File: src/rtl/mem_access_unit.sv
// MEM-stage load/store unit: issues one word-aligned bus transaction per memory op,
// stalls the pipeline until ack or timeout, and returns the extended load result.
module mem_access_unit #(
   parameter int TIMEOUT = 255
) (
   input  logic        clk,
   input  logic        rst,
   input  logic [31:0] ALUres_in,
   input  logic [31:0] data2_in,
   input  logic [4:0]  MEM_ctrl_in,
   input  logic        WB_ctrl_in,
   output logic        stall_out,
   output logic [31:0] load_data,
   output logic        wb_en_out,
   output logic        mem_err,
   output logic        bus_req,
   output logic        bus_we,
   output logic [31:0] bus_addr,
   output logic [31:0] bus_wdata,
   output logic [3:0]  bus_wstrb,
   input  logic [31:0] bus_rdata,
   input  logic        bus_ack
);

   localparam logic [1:0] IDLE = 2'd0;
   localparam logic [1:0] WAIT = 2'd1;
   localparam logic [1:0] DONE = 2'd2;

   localparam logic [2:0] SZ_B  = 3'b000;
   localparam logic [2:0] SZ_H  = 3'b001;
   localparam logic [2:0] SZ_W  = 3'b010;
   localparam logic [2:0] SZ_BU = 3'b100;
   localparam logic [2:0] SZ_HU = 3'b101;

   localparam logic [8:0] TIMEOUT_LIMIT = 9'(TIMEOUT);

   logic [1:0] state;
   logic [7:0] wait_cnt;
   logic       timeout_flag;
   logic [2:0] size_q;
   logic [1:0] lane_q;

   logic       mem_read;
   logic       mem_write;
   logic [2:0] size;
   logic       is_mem;
   logic       both_set;
   logic       size_ok;
   logic       misaligned;
   logic       bad_op;
   logic       issue;
   logic       timeout_hit;

   function automatic logic [31:0] store_data(input logic [2:0] sz, input logic [31:0] d);
      case (sz)
         SZ_B, SZ_BU: return {4{d[7:0]}};
         SZ_H, SZ_HU: return {2{d[15:0]}};
         default:     return d;
      endcase
   endfunction

   function automatic logic [3:0] store_strb(input logic [2:0] sz, input logic [1:0] lane);
      case (sz)
         SZ_B, SZ_BU: return 4'b0001 << lane;
         SZ_H, SZ_HU: return lane[1] ? 4'b1100 : 4'b0011;
         default:     return 4'b1111;
      endcase
   endfunction

   function automatic logic [31:0] load_extend(input logic [2:0] sz, input logic [1:0] lane,
                                               input logic [31:0] rdata);
      logic signed [7:0]  b;
      logic signed [15:0] h;
      case (lane)
         2'd0:    b = rdata[7:0];
         2'd1:    b = rdata[15:8];
         2'd2:    b = rdata[23:16];
         default: b = rdata[31:24];
      endcase
      h = lane[1] ? rdata[31:16] : rdata[15:0];
      case (sz)
         SZ_B:    return 32'(b);
         SZ_BU:   return {24'd0, b};
         SZ_H:    return 32'(h);
         SZ_HU:   return {16'd0, h};
         default: return rdata;
      endcase
   endfunction

   assign mem_read  = MEM_ctrl_in[0];
   assign mem_write = MEM_ctrl_in[1];
   assign size      = MEM_ctrl_in[4:2];
   assign is_mem    = mem_read ^ mem_write;
   assign both_set  = mem_read & mem_write;
   assign size_ok   = (size == SZ_B) || (size == SZ_H) || (size == SZ_W) ||
                      (size == SZ_BU) || (size == SZ_HU);
   assign misaligned = ((size == SZ_W) && (ALUres_in[1:0] != 2'b00)) ||
                       (((size == SZ_H) || (size == SZ_HU)) && ALUres_in[0]);
   assign bad_op     = both_set | (is_mem & (~size_ok | misaligned));
   assign issue      = is_mem & size_ok & ~misaligned;
   assign timeout_hit = ({1'b0, wait_cnt} + 9'd1) == TIMEOUT_LIMIT;

   // bus_req comes straight from the state so an async reset drops it at once
   assign bus_req = (state == WAIT);

   always_ff @(posedge clk or posedge rst) begin
      if (rst) begin
         state        <= IDLE;
         wait_cnt     <= 8'd0;
         timeout_flag <= 1'b0;
         size_q       <= 3'd0;
         lane_q       <= 2'd0;
         bus_we       <= 1'b0;
         bus_addr     <= 32'd0;
         bus_wdata    <= 32'd0;
         bus_wstrb    <= 4'd0;
         load_data    <= 32'd0;
      end else begin
         case (state)
            IDLE: begin
               if (issue) begin
                  bus_addr     <= {ALUres_in[31:2], 2'b00};
                  bus_we       <= mem_write;
                  bus_wdata    <= store_data(size, data2_in);
                  bus_wstrb    <= mem_write ? store_strb(size, ALUres_in[1:0]) : 4'd0;
                  size_q       <= size;
                  lane_q       <= ALUres_in[1:0];
                  wait_cnt     <= 8'd0;
                  timeout_flag <= 1'b0;
                  state        <= WAIT;
               end
            end
            WAIT: begin
               wait_cnt <= wait_cnt + 8'd1;
               if (bus_ack) begin
                  if (!bus_we) load_data <= load_extend(size_q, lane_q, bus_rdata);
                  state <= DONE;
               end else if (timeout_hit) begin
                  load_data    <= 32'd0;
                  timeout_flag <= 1'b1;
                  state        <= DONE;
               end
            end
            DONE: begin
               // Always return to IDLE: the instruction still on the inputs is the one just served
               timeout_flag <= 1'b0;
               state        <= IDLE;
            end
            default: state <= IDLE;
         endcase
      end
   end

   always_comb begin
      stall_out = 1'b0;
      wb_en_out = 1'b0;
      mem_err   = 1'b0;
      case (state)
         IDLE: begin
            if (bad_op)     mem_err   = 1'b1;
            else if (issue) stall_out = 1'b1;
            else            wb_en_out = WB_ctrl_in;
         end
         WAIT: stall_out = 1'b1;
         DONE: begin
            wb_en_out = WB_ctrl_in & ~timeout_flag;
            mem_err   = timeout_flag;
         end
         default: ;
      endcase
   end

endmodule

File: config.mk
export PLATFORM = sky130hd
export DESIGN_NAME = mem_access_unit
export DESIGN_NICKNAME = d
export VERILOG_FILES = /design/src/rtl/mem_access_unit.sv
export SDC_FILE = /design/constraint.sdc
export NUM_CORES = 1
export LEC_CHECK = 0
export CORE_MARGIN = 3
export CORE_UTILIZATION = 45
export CTS_CLUSTER_SIZE = 28
export DETAILED_ROUTE_END_ITERATION = 10
export PLACE_DENSITY = 0.84
export SLEW_MARGIN = 20
export SYNTH_ARGS = -nofsm -noshare
export SYNTH_HDL_FRONTEND = slang
export SYNTH_SLANG_ARGS = --single-unit
File: constraint.sdc
create_clock -name clk -period 7.8 [get_ports clk]
set_clock_uncertainty 0.2 [all_clocks]
set_input_delay 0.78 -clock clk [delete_from_list [all_inputs] [get_ports clk]]
set_output_delay 0.78 -clock clk [all_outputs]
set_load 0.02 [all_outputs]
==> flow_metrics.py <==
metrics = {
    "pwr": {
        "p_leak_nw": 3.39,
        "fin_total_pwr_mw": 2.89,
        "ir_drop_v": 0.000213,
        "powerDensity_nw_per_um2": 357,
    },
    "timing": {
        "setup_viol": 0,
        "worst_pin_slew_ns": 1.05,
        "layout_setup_ws_ns": 3.58,
        "fin_crit_ns": 4.22,
        "hold_ws_ns": 0.275,
        "relSlewSlack_pct": 30.1,
        "fmax_mhz": 237,
        "finalCritPeriodShare_pct": 54.1,
        "tns_ns": 0,
        "hold_viol": 0,
        "rsz0062_at_grt": "no",
        "maxSlewViolCount": 0,
    },
    "die": {
        "dieWidth_um": 116,
        "die_h_um": 116,
        "rows": 39,
        "io_pins": 210,
        "die-area_sq_um": 13500,
        "core_sq_um": 11600,
        "start_util_pct": 46.9,
    },
    "place": {
        "dp_hpwl_mm": 11.3,
        "preCtsSetupSlack_ns": 3.59,
        "gp_congestion": 0.876,
        "dp.cells": 817,
        "placed_area_sq_um": 7570,
        "port-buffer-count": 207,
    },
    "drt": {
        "drtIter0Drc": 312,
        "drt-vias-per-instance": 5.52,
        "post-route-drc-count": 0,
        "wl_mm": 15.6,
        "routedWlPerCell_um": 18.4,
        "firstDrtPassIters": 5,
        "postRouteAntennaNets": 0,
        "vias": 4668,
    },
    "clocking": {
        "cts_buffers": 17,
        "cts_buffer_depth": 2,
        "clk_pin_slew_ns": 0.05,
        "cts_tree": "yes",
        "clock-root-buffer": "clkbuf_16",
        "post_cts_buffers": 0,
        "hold_buffers": 0,
        "clock_sinks": 115,
        "cts-resized-gates": 0,
        "clock_latency_ns": 0.40,
        "ctsHtreeMaxLevel": 4,
    },
    "cells_and_area": {
        "final_cell_area_sq_um": 8100,
        "fin_cells": 846,
        "post-route-util_pct": 69.7,
        "antenna_cells": 0,
        "nFillCells": 853,
        "final_nets": 801,
        "syn_to_final_growth_pct": 48.6,
        "drive_gt1_share_pct": 12.1,
    },
    "global_route": {
        "grt-ovfl-total": 0,
        "grt_util_all_layers_pct": 23.7,
        "antenna_found_initial": 0,
        "grt_pass1_wl_mm": 24.7,
        "grt_max_degree": 69,
        "grt_pass1_vias": 4898,
    },
    "critical_path": {
        "path_buf_inv": 2,
        "crit_chain": "clkdlybuf4s50_1 > nor4_1 > o21ai_0 > o31ai_1 > clkdlybuf4s50_1",
        "critPathMostFrequentCell": "clkdlybuf4s50_1",
        "crit_slowest_cell": "clkdlybuf4s50_1",
        "required_ns": 6.82,
        "crit_arrival_ns": 3.24,
        "cp-end-kind": "primary output",
        "cpPeakStageDelay_ns": 0.76,
        "cp_top_family": "buffers and inverters",
        "r2r_setup_slack_ns": 5.05,
        "worstSetupPathType": "primary input to primary output",
        "start_kind": "primary input",
        "cp_max_fo": 13,
    },
    "synth": {
        "async_flop_share_pct": 100,
        "ys_ff_latch": 115,
        "avgSynthCellArea_sq_um": 11.0,
        "synth_compound_area_share_pct": 16.8,
        "postSynthCellCount": 495,
        "yosys.area_share.simple_pct": 10.8,
        "synth_fa_ha_area_share_pct": 0.689,
        "synth-xor-area-share_pct": 0.161,
        "syn_area_sq_um": 5450,
        "synth_top_family_by_area": "compound AO/OA/AOI/OAI gates",
        "synth_seq_area_share_pct": 52.8,
        "post_synth_num_cell_types": 50,
        "yosys_warnings": 0,
        "synth_mux_area_share_pct": 14.8,
        "synth_flop_cell": "dfrtp_1",
        "synth_edf_count": 0,
    },
    "run": {
        "drv_cap": 0,
    },
    "min_path": {
        "hp-class": "register to register",
    },
    "run_status": {
        "status": "complete, no violations",
    },
}
## cells by family (layout without fill, tap and decap cells)
| group | after synthesis | after routing |
|---|---|---|
| multiplexers | 74 | 74 |
| AND/OR/NAND/NOR | 117 | 117 |
| AO/OA/AOI/OAI | 138 | 138 |
| XOR/XNOR | 1 | 1 |
| buffers and inverters | 46 | 253 |
| other | 1 | 2 |
| adder cells (fa/ha/maj) | 3 | 3 |
| flip-flops | 115 | 115 |
## placed cells by master, fill, tap and decap left out, types with 2 or more instances in the layout
master           count
dfrtp_1            115
a221o_1              5
nor2_1              24
ha_1                 3
o21ai_1              2
nand2b_1            19
clkbuf_16           17
inv_1               12
o221ai_1             7
a22oi_1              2
a21oi_1             31
conb_1               2
clkdlybuf4s50_1    207
a21o_1               5
buf_4                4
mux2i_1             29
a31o_2               2
clkbuf_1             3
nor3b_1              8
mux2_2              44
nor2b_1              6
o31ai_1              3
a22o_1              18
clkbuf_8             2
nand3_1             11
nand2_1             37
clkinv_2             6
o21ai_0             52
nor3_1               3
## flip-flops by register name (all words and copies together), names as in the netlist
register	cells
bus_wdata	32
load_data	32
bus_addr	30
wait_cnt	8
bus_wstrb	4
size_q	3
lane_q	2
state	2
bus_we	1
timeout_flag	1
## power by group
part	total (mW)	internal [mW]	switching, mW
clock network	0.700	0.445	0.255
registers	1.00	0.821	0.180
logic	1.19	0.604	0.584
## cells in the mapped netlist (6+ instances only)
cell type,n,area [sq um]
clkbuf_1,16,60.1
a21oi_1,31,155
nand2_1,37,139
nor2b_1,6,37.5
nand2b_1,19,119
buf_2,7,35.0
dfrtp_1,115,2880
mux2_2,44,495
mux2i_1,29,290
inv_1,13,48.8
o21ai_0,52,260
nor2_1,24,90.1
nor3b_1,8,60.1
o221ai_1,7,61.3
nand3_1,11,55.1
a22o_1,18,158
## final cells by class
type | instances | area (sq um) | share of cell area, %
clock buffer | 22 | 464 | 5.73
clock inverter | 7 | 60.1 | 0.742
inverter | 13 | 51.3 | 0.633
multi-input combinational | 335 | 2360 | 29.2
sequential | 115 | 2880 | 35.5
tap | 143 | 179 | 2.21
timing repair buffer | 211 | 2100 | 26.0
## worst min-delay path: cells and delay by family (launching register included)
kind,cells,cell delay [ns]
and+or+nand+nor,1,0.04
DFF,1,0.34
AOI/OAI and AO/OA,1,0.06
## final timing paths
kind,startpoint,endpoint,cells past startpoint
worst min register to register,bus_wdata[9]$_DFFE_PP0P_,bus_wdata[9]$_DFFE_PP0P_,2
worst max-delay path,MEM_ctrl_in[2],stall_out,5
max in group asynchronous,rst,bus_wdata[31]$_DFFE_PP0P_,3
worst max register to register,state[1]$_DFFE_PP0P_,load_data[12]$_DFFE_PP0P_,4
min in group asynchronous,rst,bus_addr[17]$_DFFE_PP0P_,2
worst min-delay path,bus_wdata[9]$_DFFE_PP0P_,bus_wdata[9]$_DFFE_PP0P_,2
## metal layers
metal	vias up	routed length, um	global-route usage [%]
met4	0	273	6.88
met3	30	1350	9.03
met2	190	8030	40.7
li1	2170	-	-
met1	2278	5940	27.7
met5	-	0	0
(Power assumes the default switching activity.)
